`src/rtl/enigma_pkg.sv`:
```
// enigma_pkg: shared letter type, plugboard error codes and config-writer FSM states
package enigma_pkg;
  typedef logic [4:0] letter_t;
  localparam int NUM_LETTERS = 26;
  localparam logic [2:0] ERR_NONE    = 3'd0;
  localparam logic [2:0] ERR_INVALID = 3'd1;
  localparam logic [2:0] ERR_SAME    = 3'd2;
  localparam logic [2:0] ERR_PLUGGED = 3'd3;
  localparam logic [2:0] ERR_FULL    = 3'd4;
  typedef enum logic [1:0] {IDLE, HALF, CLEAR} state_t;
  function automatic logic letter_invalid(input letter_t l);
    return l > letter_t'(NUM_LETTERS - 1);
  endfunction
endpackage

```
`src/rtl/plugboard_config_writer.sv`:
```
// plugboard_config_writer: pairs entered letters into an involutive 26-entry swap table
// Optional PLUGBOARD_UNPLUG_EN: in IDLE a plugged letter removes its pair instead of erroring.
module plugboard_config_writer
  import enigma_pkg::*;
#(
  parameter int MAX_PAIRS = 10
) (
  input  logic         clk,
  input  logic         rst_n,
  input  logic         in_valid,
  input  logic [4:0]   in_letter,
  output logic         in_ready,
  input  logic         cfg_lock,
  input  logic         clear_req,
  output logic [129:0] map_out,
  output logic [3:0]   pair_count,
  output logic         pending,
  output logic         pair_done,
  output logic         err,
  output logic [2:0]   err_code
);
  state_t state_q, state_d;
  letter_t map_q [NUM_LETTERS];
  letter_t held_q, idx_q, li, partner;
  logic acc, clr, bad, plugged, full, hold, install, e;
  logic [2:0] ecode;
`ifdef PLUGBOARD_UNPLUG_EN
  logic unplug;
`endif

  always_ff @(posedge clk)
    if (!rst_n) state_q <= IDLE;
    else state_q <= state_d;

  always_comb begin
    clr      = clear_req && !cfg_lock && state_q != CLEAR;
    in_ready = state_q != CLEAR && !cfg_lock && !clear_req;
    acc      = in_valid && in_ready;
    bad      = letter_invalid(in_letter);
    li       = bad ? letter_t'(0) : in_letter;
    partner  = map_q[li];
    plugged  = !bad && partner != in_letter;
    full     = pair_count == 4'(MAX_PAIRS);
`ifdef PLUGBOARD_UNPLUG_EN
    ecode = state_q == HALF ? (bad ? ERR_INVALID : in_letter == held_q ? ERR_SAME : plugged ? ERR_PLUGGED : ERR_NONE)
                            : (bad ? ERR_INVALID : plugged ? ERR_NONE : full ? ERR_FULL : ERR_NONE);
    unplug = acc && state_q == IDLE && plugged;
`else
    ecode = state_q == HALF ? (bad ? ERR_INVALID : in_letter == held_q ? ERR_SAME : plugged ? ERR_PLUGGED : ERR_NONE)
                            : (bad ? ERR_INVALID : plugged ? ERR_PLUGGED : full ? ERR_FULL : ERR_NONE);
`endif
    e       = acc && ecode != ERR_NONE;
    hold    = acc && state_q == IDLE && ecode == ERR_NONE && !plugged;
    install = acc && state_q == HALF && ecode == ERR_NONE;
    state_d = clr ? CLEAR
            : (state_q == CLEAR && idx_q == letter_t'(NUM_LETTERS - 1)) ? IDLE
            : hold ? HALF
            : install ? IDLE
            : state_q;
  end

  always_comb pending = state_q == HALF;

  for (genvar i = 0; i < NUM_LETTERS; i++) begin : g_flat
    assign map_out[5*i +: 5] = map_q[i];
  end

  always_ff @(posedge clk)
    if (!rst_n) begin
      for (int i = 0; i < NUM_LETTERS; i++) map_q[i] <= letter_t'(i);
      pair_count <= '0;
      held_q     <= '0;
      idx_q      <= '0;
      err        <= 1'b0;
      err_code   <= ERR_NONE;
      pair_done  <= 1'b0;
    end else begin
      err       <= e;
      err_code  <= e ? ecode : ERR_NONE;
      pair_done <= install;
      if (clr) begin
        pair_count <= '0;
        held_q     <= '0;
        idx_q      <= '0;
      end else if (state_q == CLEAR) begin
        map_q[idx_q] <= idx_q;
        idx_q        <= idx_q + letter_t'(1);
      end else begin
        if (hold) held_q <= in_letter;
        if (install) begin
          map_q[held_q]    <= in_letter;
          map_q[in_letter] <= held_q;
          pair_count       <= pair_count + 4'd1;
        end
`ifdef PLUGBOARD_UNPLUG_EN
        if (unplug) begin
          map_q[li]      <= li;
          map_q[partner] <= partner;
          pair_count     <= pair_count - 4'd1;
        end
`endif
      end
    end
endmodule

```
`config.mk`:
```
export PLATFORM = sky130hd
export DESIGN_NAME = plugboard_config_writer
export DESIGN_NICKNAME = d
export VERILOG_FILES = /design/src/rtl/enigma_pkg.sv /design/src/rtl/plugboard_config_writer.sv
export SDC_FILE = /design/constraint.sdc
export NUM_CORES = 1
export LEC_CHECK = 0
export ABC_AREA = 1
export BUFFER_PORTS_ARGS = -buffer_cell sky130_fd_sc_hd__buf_4
export CAP_MARGIN = 10
export CORE_MARGIN = 3
export CORE_UTILIZATION = 62
export DETAILED_ROUTE_END_ITERATION = 10
export GPL_ROUTABILITY_DRIVEN = 0
export MAX_ROUTING_LAYER = met4
export PLACE_DENSITY = 0.82
export SYNTH_ARGS = -nofsm -noshare
export SYNTH_HDL_FRONTEND = slang
export SYNTH_SLANG_ARGS = --single-unit
```
`constraint.sdc`:
```
create_clock -name clk -period 8.1 [get_ports clk]
set_input_delay 0.81 -clock clk [delete_from_list [all_inputs] [get_ports clk]]
set_output_delay 0.81 -clock clk [all_outputs]
set_load 0.02 [all_outputs]
```
==> summary.md <==
| Metric | Value |
|---|---|
| Initial antenna violation count | `0` |
| Met2 usage | `58.76%` |
| Synthesis-to-layout area growth | `15.32%` |
| Syn nets | `1349` |
| Seq. cell area | `5225 µm²` |
| Period minus WS final | `5.725 ns` |
| Syn avg cell area | `8.016 µm²` |
| CP max FO | `64` |
| Setup Skew | `about 0.011 ns` |
| Max Clk Rate | `0.1747 GHz` |
| Unique cell type count in the Yosys netlist | `37` |
| PwrDens | `170.8 nW/µm²` |
| First-pass GRT wire length | `55630 µm` |
| I/O Pins | `~150` |
| FILL cells | `between 1000 and 1500` |
| Critical path type | `primary input to flop` |
| Post-cts resize count | `0` |
| CTS tree | `built` |
| Die area | `18870 µm²` |
| Seq/Total Area, Yosys | `48.82%` |
| Rel. slew slack | `12.79%` |
| Commonest non-fill, non-tap cell in the layout | `nand3_1` |
| Dominant cells by area after synthesis | `edfxtp_1 45%, nand3_1 15%, nand2_1 11%` |
| Worst Hold Class | `flop to flop` |
| Layout cell share with drive strength beyond 1 | `17.12%` |
| Vias | `between 10000 and 15000` |
| Static leakage | `4.885 nW` |
| GR Layer Usage met1 | `53.04%` |
| Area leader, netlist | `edfxtp_1` |
| Final slew viol count | `0` |
| Share of the synthesized area in the top cell type | `44.90%` |
| Detailed Place HPWL | `24840 µm` |
| Startpoint type of the worst setup path | `primary input` |
| WP data required | `roughly 8 ns` |
| Die width | `137.4 µm` |
| Vias per inst | `6.512` |
| Die Ht | `137.4 µm` |
| NumNets Final | `1438` |
| Cells after Synth | `1335` |
| Final Cycle Share | `70.68%` |
| Hold_buf cts | `0` |
| Total congestion overflow | `0` |
| Clock transition at path regs | `0.06 ns` |
| Worst reg-to-reg path cell count | `13` |
| IO buf count | `150` |
| Routing usage on met3 | `a little under an eighth` |
| Clock sinks | `roughly 180` |
| Final Hold Vio Count | `0` |
| CTS Buffer Depth | `2` |
| Busiest grt layer | `met2` |
| Yosys warns | `0` |
| MaxCap Viol Count | `0` |
| Clock Latency Late Sink | `0.44 ns` |
| Core ar. | `16760 µm²` |
| CTS Buf Count | `17` |
| Initial core utilization | `63.85%` |
| Setup Buffers After CTS | `0` |
| DRT Pass-1 Iters | `8` |
| Worst slew pin tran | `1.300 ns` |
| Number of synthesized register bits | `181` |
| DR iter-0 viols | `around 1900` |
| Fin util | `73.63%` |
| Most frequent cells in the layout | `327 x nand3_1, 325 x nand2_1, 172 x buf_4` |
| Area of the multi-input gates | `~4400 µm²` |
| RSZ-0062 raised after global routing | `false` |
| Remaining DRCs | `0` |
| Htree depth | `4` |
| Site Rows | `47` |
| Synthesized cell area | `10700 µm²` |
| Setup_tns | `0 ns` |
| Peak VDD IR | `around 170 µV` |
| GRT Total Usage | `40.96%` |
| Routed WL | `37430 µm` |
| Setup violations, final | `0` |
| Vias in the first global route | `9886` |
| Clk root buf | `clkbuf_16` |
| Hold Path Stages | `2` |
| Status | `finished clean` |
| Routed length per placed instance | `22.58 µm` |
| Endpoint class of the critical path | `flop` |
| CP arrival | `5.85 ns` |
| Post-DRT Antenna Nets | `0` |
| Largest net degree at the start of global routing | `between 60 and 70` |
-- sequential cells by signal (all words and copies together), names as in the netlist --
register and flops:
err_code 3, held_q 5, map_q 160, err 1, idx_q 5, pair_count 4
state_q 2, pair_done 1
-- cell usage after synthesis, drive strengths merged --
| master | n |
|---|---|
| nor3b | 2 |
| nand3 | 330 |
| xor2 | 2 |
| clkinv | 3 |
| nor3 | 17 |
| dfxtp | 21 |
| nor4 | 1 |
| buf | 58 |
| nor2 | 49 |
| nand4 | 12 |
| ha | 4 |
| clkbuf | 44 |
| a21oi | 13 |
| o21ai | 116 |
| nand2 | 330 |
| o21a | 1 |
| nand3b | 6 |
| a31oi | 1 |
| edfxtp | 160 |
| inv | 143 |
| o211ai | 20 |
| o22ai | 2 |
-- worst max-delay path, cell delays in order --
cell,delay (ns)
buf_4,0.42
inv_2,0.27
nor2_8,0.76
nand2_1,0.12
nand3_1,0.17
nand3_1,0.09
nand3_1,0.14
nand3_1,0.13
nand2_1,0.09
nand2_1,0.05
nand2_1,0.07
nor2_2,0.05
nand3_2,0.10
nor2_2,0.07
nand4_2,0.09
buf_4,0.36
nand2_1,0.24
nand2_1,0.22
inv_1,0.12
nor2_2,0.85
nand2_1,0.28
nand3_1,0.27
-- per-stage QoR --
stage	cell area, µm²	hold WS (ns)	instances	setup WS [ns]	power, mW
CTS	12340	0.5080	1657	2.611	2.088
global route	12340	0.5336	1657	1.944	2.149
finish	12340	0.5080	1658	2.375	2.108
detailed placement	11750	0.4972	1625	2.194	1.279
floorplan	10700	0.4617	1335	4.246	1.209
global placement	11750	0.4814	1625	2.299	1.276
-- path summary, 6_finish.rpt --
path | endpoint | slack (ns) | startpoint
hold / removal | state_q[0] | 0.51 | state_q[0]
setup reg to reg | map_q[3][3] | 3.39 | held_q[3]
setup / recovery | map_q[3][3] | 2.37 | in_letter[0]
hold reg to reg | state_q[0] | 0.51 | state_q[0]
-- cell families after synthesis --
logic type / after synthesis / synth area share, %
and+or+nand+nor: 747 / 32.57
buffers and inverters: 248 / 9.973
DFF: 181 / 48.82
AOI/OAI and AO/OA: 153 / 7.997
adders and majority gates: 4 / 0.4677
xor gates and xnor gates: 2 / 0.1637
-- power by group --
group	leakage, nW	switching, mW	internal, mW
Clock	0.294	0.365	0.472
Combinational	3.02	0.168	0.0636
Sequential	1.57	0.0148	1.02
Total	4.89	0.547	1.56
-- routing by layer --
| layer | up-vias | share of wire, % | wire length [µm] |
|---|---|---|---|
| met3 | 227 | 18 | 6611 |
| met5 | - | 0 | 0 |
| met2 | 1042 | 43 | 15970 |
| met4 | 0 | 6.2 | 2321 |
| li1 | 4703 | - | - |
| met1 | 4825 | 33 | 12530 |
-- layout make-up --
| type | instances | share of cell area [%] |
|---|---|---|
| antenna | 1 | 0.02028 |
| clock buffer | 23 | 4.056 |
| tap | 220 | 2.231 |
| clock inverter | 9 | 0.7199 |
| multi-input combinational | 906 | 35.73 |
| inverter | 146 | 4.441 |
| timing repair buffer | 172 | 10.46 |
| sequential | 181 | 42.34 |
Note: power is estimated with default switching activity, not from simulation.
